==> config.mk <==
export PLATFORM = sky130hd
export DESIGN_NAME = uart_rx
export DESIGN_NICKNAME = d
export VERILOG_FILES = /design/src/rtl/uart_pkg.sv /design/src/rtl/uart_sync2.sv /design/src/rtl/uart_rx.sv
export SDC_FILE = /design/constraint.sdc
export NUM_CORES = 1
export LEC_CHECK = 0
export BUFFER_PORTS_ARGS = -buffer_cell sky130_fd_sc_hd__buf_2
export CORE_MARGIN = 3
export CORE_UTILIZATION = 55
export DETAILED_ROUTE_END_ITERATION = 6
export PLACE_DENSITY_LB_ADDON = 0.08
export SYNTH_ARGS = -nofsm -noshare
export SYNTH_HDL_FRONTEND = slang
export SYNTH_SLANG_ARGS = --single-unit
==> constraint.sdc <==
create_clock -name clk -period 2.1 [get_ports clk]
set_input_delay 0.21 -clock clk [delete_from_list [all_inputs] [get_ports clk]]
set_output_delay 0.21 -clock clk [all_outputs]
set_load 0.01 [all_outputs]
==> src/rtl/uart_pkg.sv <==
// Shared UART types and default frame parameters for the receiver and transmitter.
package uart_pkg;

  localparam int DEF_DATA_BITS  = 8;
  localparam int DEF_OVERSAMPLE = 16;

  typedef enum logic [1:0] {
    IDLE,
    START,
    DATA,
    STOP
  } uart_rx_state_t;

  typedef enum logic [1:0] {
    TX_IDLE,
    TX_START,
    TX_DATA,
    TX_STOP
  } uart_tx_state_t;

endpackage

==> src/rtl/uart_sync2.sv <==
// Two-flop synchroniser for an asynchronous single-bit input; reset value is
// chosen per input so an idle line does not look active out of reset.
module uart_sync2 #(
  parameter logic RESET_VAL = 1'b1
) (
  input  logic clk,
  input  logic rst,
  input  logic d,
  output logic q
);

  logic meta_q;
  logic sync_q;

  always_ff @(posedge clk) begin
    if (rst) begin
      meta_q <= RESET_VAL;
      sync_q <= RESET_VAL;
    end else begin
      meta_q <= d;
      sync_q <= meta_q;
    end
  end

  assign q = sync_q;

endmodule

==> src/rtl/uart_rx.sv <==
// 8N1 UART receiver clocked by the shared 16x oversample tick.
// Define UART_RX_MAJORITY_EN for 2-of-3 majority voting on data and stop bits.
module uart_rx
  import uart_pkg::*;
#(
  parameter int DATA_BITS  = DEF_DATA_BITS,
  parameter int OVERSAMPLE = DEF_OVERSAMPLE
) (
  input  logic                 clk,
  input  logic                 rst,
  input  logic                 s_tick,
  input  logic                 rx,
  output logic [DATA_BITS-1:0] rx_data,
  output logic                 rx_done,
  output logic                 frame_err,
  output logic                 busy
);

  localparam int CNT_W = $clog2(OVERSAMPLE);
  localparam int BIT_W = (DATA_BITS > 1) ? $clog2(DATA_BITS) : 1;
  localparam logic [CNT_W-1:0] CNT_HALF = CNT_W'(OVERSAMPLE / 2 - 1);
  localparam logic [CNT_W-1:0] CNT_LAST = CNT_W'(OVERSAMPLE - 1);
  localparam logic [BIT_W-1:0] BIT_LAST = BIT_W'(DATA_BITS - 1);

  uart_rx_state_t       state_q, state_d;
  logic [CNT_W-1:0]     cnt_q, cnt_d;
  logic [BIT_W-1:0]     bitcnt_q, bitcnt_d;
  logic [DATA_BITS-1:0] shift_q, shift_d;
  logic [DATA_BITS-1:0] rx_data_q, rx_data_d;
  logic                 rx_done_q, rx_done_d;
  logic                 frame_err_q, frame_err_d;
  logic                 busy_q;
  logic                 rx_s;
  logic                 bit_val;

  uart_sync2 #(.RESET_VAL(1'b1)) u_sync (
    .clk (clk),
    .rst (rst),
    .d   (rx),
    .q   (rx_s)
  );

`ifdef UART_RX_MAJORITY_EN
  localparam logic [CNT_W-1:0] CNT_M3 = CNT_W'(OVERSAMPLE - 3);
  localparam logic [CNT_W-1:0] CNT_M2 = CNT_W'(OVERSAMPLE - 2);

  logic maj_a_q, maj_a_d;
  logic maj_b_q, maj_b_d;
  logic in_bit;

  assign in_bit = (state_q == DATA) || (state_q == STOP);

  always_comb begin
    maj_a_d = maj_a_q;
    maj_b_d = maj_b_q;
    if (s_tick && in_bit && (cnt_q == CNT_M3)) maj_a_d = rx_s;
    if (s_tick && in_bit && (cnt_q == CNT_M2)) maj_b_d = rx_s;
  end

  always_ff @(posedge clk) begin
    if (rst) begin
      maj_a_q <= 1'b1;
      maj_b_q <= 1'b1;
    end else begin
      maj_a_q <= maj_a_d;
      maj_b_q <= maj_b_d;
    end
  end

  // Third vote is the live sample taken at the last tick of the bit.
  assign bit_val = (maj_a_q & maj_b_q) | (maj_a_q & rx_s) | (maj_b_q & rx_s);
`else
  assign bit_val = rx_s;
`endif

  always_comb begin
    state_d     = state_q;
    cnt_d       = cnt_q;
    bitcnt_d    = bitcnt_q;
    shift_d     = shift_q;
    rx_data_d   = rx_data_q;
    frame_err_d = frame_err_q;
    rx_done_d   = 1'b0;
    unique case (state_q)
      IDLE: begin
        if (!rx_s) begin
          state_d = START;
          cnt_d   = '0;
        end
      end
      START: begin
        if (s_tick) begin
          if (cnt_q == CNT_HALF) begin
            cnt_d = '0;
            if (!rx_s) begin
              state_d  = DATA;
              bitcnt_d = '0;
            end else begin
              state_d = IDLE;
            end
          end else begin
            cnt_d = cnt_q + CNT_W'(1);
          end
        end
      end
      DATA: begin
        if (s_tick) begin
          if (cnt_q == CNT_LAST) begin
            shift_d  = {bit_val, shift_q[DATA_BITS-1:1]};
            cnt_d    = '0;
            bitcnt_d = bitcnt_q + BIT_W'(1);
            if (bitcnt_q == BIT_LAST) state_d = STOP;
          end else begin
            cnt_d = cnt_q + CNT_W'(1);
          end
        end
      end
      STOP: begin
        // Leaving at mid-stop-bit keeps us ready for a back-to-back start edge.
        if (s_tick) begin
          if (cnt_q == CNT_LAST) begin
            rx_data_d   = shift_q;
            frame_err_d = ~bit_val;
            rx_done_d   = 1'b1;
            cnt_d       = '0;
            state_d     = IDLE;
          end else begin
            cnt_d = cnt_q + CNT_W'(1);
          end
        end
      end
      default: state_d = IDLE;
    endcase
  end

  always_ff @(posedge clk) begin
    if (rst) begin
      state_q     <= IDLE;
      cnt_q       <= '0;
      bitcnt_q    <= '0;
      shift_q     <= '0;
      rx_data_q   <= '0;
      rx_done_q   <= 1'b0;
      frame_err_q <= 1'b0;
      busy_q      <= 1'b0;
    end else begin
      state_q     <= state_d;
      cnt_q       <= cnt_d;
      bitcnt_q    <= bitcnt_d;
      shift_q     <= shift_d;
      rx_data_q   <= rx_data_d;
      rx_done_q   <= rx_done_d;
      frame_err_q <= frame_err_d;
      busy_q      <= (state_d != IDLE);
    end
  end

  assign rx_data   = rx_data_q;
  assign rx_done   = rx_done_q;
  assign frame_err = frame_err_q;
  assign busy      = busy_q;

endmodule

==> impl_metrics.tcl <==
set metrics [dict create \
    viasPerCell 5.34 \
    critical_path_depth 5 \
    clkTransAtPathRegs_ns 0.09 \
    hold_ws_ns 0.0574 \
    routabilityCongestion 0.850 \
    cts_setup_buffers 0 \
    ant_nets 0 \
    mappedNetlistArea_um2 1260 \
    wirelength_um 2130 \
    setup_viol 0 \
    dp_hpwl_um 1420 \
    min_to "u_sync.meta_q$_SDFF_PP1_" \
    relSlewSlack_pct 66.0 \
    place_inst 167 \
    ir_drop_mv 0.593 \
    yosysWarnings 0 \
    reg2reg_from "cnt_q[0]$_SDFFE_PP0P_" \
    core_um2 2060 \
    status "completed" \
    synth_nets 140 \
    path_cells "ha_1 > nand2_1 > or3_1 > o31a_1 > a31oi_1" \
    required_ns 2.36 \
    min-delay-start "rx" \
    start_util_pct 61.0 \
    insertedDiodeCount 0 \
    wire_per_inst_um 12.2 \
    hold_buffers 0 \
    fin_skew_ns 0.00256 \
    die_h_um 53.8 \
    synth-async-reset-ratio_pct 0 \
    hold_class "in2reg" \
    rsz0062_at_grt "false" \
    worst_pin_slew_ns 0.510 \
    antenna_found_initial 0 \
    initialDrtViolationCount 16 \
    grt_use_total_pct 18.5 \
    grt_max_degree 31 \
    synth_seq_cells 30 \
    p_leak_uw 0.000510 \
    post-route-period-util_pct 78.0 \
    setup_ws_ns 0.462 \
    clock_sinks 30 \
    nFillCells 184 \
    synth_top_area_share_pct 47.8 \
    pre_cts_ws_ns 0.489 \
    synth-seq-area-share_pct 47.8 \
    yosysMostFrequentCell "dfxtp_1" \
    die_area_um2 2900 \
    drv_slew 0 \
    whs_path_depth 2 \
    hold_viol 0 \
    arrival_ns 1.89 \
    synth_edf_count 0 \
    fin_cells 175 \
    cts_root_buf "clkbuf_4" \
    firstDrtPassIters 4 \
    cts_tree "done" \
    cp-end-kind "flop" \
    drc 0 \
    synth_cells 133 \
    synth_flop_cell "dfxtp_1" \
    regToRegSetupSlack_ns 0.46 \
    critPathKind "reg2reg" \
    drive_gt1_share_pct 17.6 \
    clock_path_buffers 2 \
    num_rows 16 \
    slowest_delay_ns 0.39 \
    grt_first_pass_wirelength_um 3780 \
    syn_area_per_cell_um2 9.45 \
    r2r.worst_path.cells 5 \
    io_pins 15 \
    rr_endpoint "busy$_SDFF_PP0_" \
    grt_overflow_total 0 \
    areaGrowthSynthToFinish_pct 9.85 \
    slowest_stage "dfxtp_1" \
    htree_num_levels 2 \
    cp_top_family "compound AO/OA/AOI/OAI gates" \
    cts_resized 0 \
    synth.largest_area_cell "dfxtp_1" \
    final_core_util_pct 67.0 \
    synth_cell_types 30 \
    critPathBufInv 0 \
    port_buffers 14 \
    dieWidth_um 53.8 \
    crit_fanout 6 \
    cap_violations 0 \
    p_per_area_nw_per_um2 713 \
    timing.setup.tns_ns 0 \
    final_nets 154 \
    synthTopCellsByArea "dfxtp_1 48%, mux2i_1 14%, nor2_1 6.9%" \
    cts_buffers 5 \
    synth_commonest_cells "30 x dfxtp_1, 23 x nor2_1, 17 x mux2i_1" \
    clock.fmax_mhz 610 \
    via_count 935 \
    min_period_ns 1.64 \
    insertion_delay_ns 0.32 \
    critical_path.startpoint_type "flop" \
    first_global_vias 884 \
]
## cell type report
class	count	area (um^2)	share of cell area (%)
clock buffers	7	55.1	3.99
clock inverters	1	5.00	0.362
inverters	4	15.0	1.09
multi-input cells	91	594	43.0
flip-flops and latches	30	601	43.5
well taps	27	33.8	2.45
repair buffers	15	77.6	5.62
## per-stage QoR
stage	power [uW]	cell area, um^2
after floorplan	637	1260
after global placement	649	1320
after detailed placement	650	1320
after CTS	1000	1380
after global routing	1040	1380
final	985	1380
## cells by family (layout without fill, tap and decap cells)
logic type	Yosys count	count (layout)	share of synthesized area (%)
mux	18	18	14.4
simple gates	46	46	17.2
buf+inv	12	27	4.97
compound gates	23	23	11.9
flops	30	30	47.8
xor+xnor	1	1	0.697
fa+ha+maj	3	3	2.99
## sequential cells by signal (all words and copies together) (netlist names)
| register | flops |
|---|---|
| state_q | 2 |
| rx_data | 8 |
| busy | 1 |
| u_sync.meta_q | 1 |
| frame_err | 1 |
| shift_q | 8 |
| rx_done | 1 |
| bitcnt_q | 3 |
| cnt_q | 4 |
| u_sync.q | 1 |
## power breakdown
| group | total [uW] | switching (uW) | internal (uW) | leakage [uW] |
|---|---|---|---|---|
| sequential | 589 | 11.4 | 577 | 0.000243 |
| clock | 349 | 187 | 162 | 0.0000353 |
| combinational | 47.5 | 27.7 | 19.8 | 0.000232 |
| total | 985 | 226 | 759 | 0.000510 |
## worst reg2reg max path, delay by kind of cell, from the launching register on
kind / cells / cell delay [ns]
fa+ha+maj: 1 / 0.27
compound gates: 2 / 0.46
simple gates: 2 / 0.45
flops: 1 / 0.39
## worst max path at each step
stage                                     start                       to
after detailed placement  cnt_q[0]$_SDFFE_PP0P_  shift_q[5]$_SDFFE_PP0P_
after CTS                 cnt_q[0]$_SDFFE_PP0P_  shift_q[5]$_SDFFE_PP0P_
after global routing      cnt_q[0]$_SDFFE_PP0P_  shift_q[3]$_SDFFE_PP0P_
final                     cnt_q[0]$_SDFFE_PP0P_          busy$_SDFF_PP0_
after global placement    cnt_q[0]$_SDFFE_PP0P_          busy$_SDFF_PP0_
after floorplan           cnt_q[0]$_SDFFE_PP0P_          busy$_SDFF_PP0_
## cells in the final DEF, fill, tap and decap left out, types with 2 or more instances in the layout
master,count
dfxtp_1,30
nor2_1,23
mux2i_1,17
buf_2,14
nand2_1,5
o21ai_0,5
a21oi_1,5
clkbuf_4,5
nand2b_1,4
nand3_1,4
inv_1,4
nor3_1,3
o31a_1,3
or3_1,3
ha_1,3
a31oi_1,2
a22oi_1,2
or2_2,2
## metal layers
metal,share of wire [%],routed length [um],vias up,global-route usage (%)
met3,6.4,136,9,7.48
li1,-,-,489,-
met1,46,988,414,22.0
met5,0,0,-,0
met4,2.4,52,0,9.79
met2,45,954,23,28.2
No activity file was read; power rests on OpenSTA's default activity.
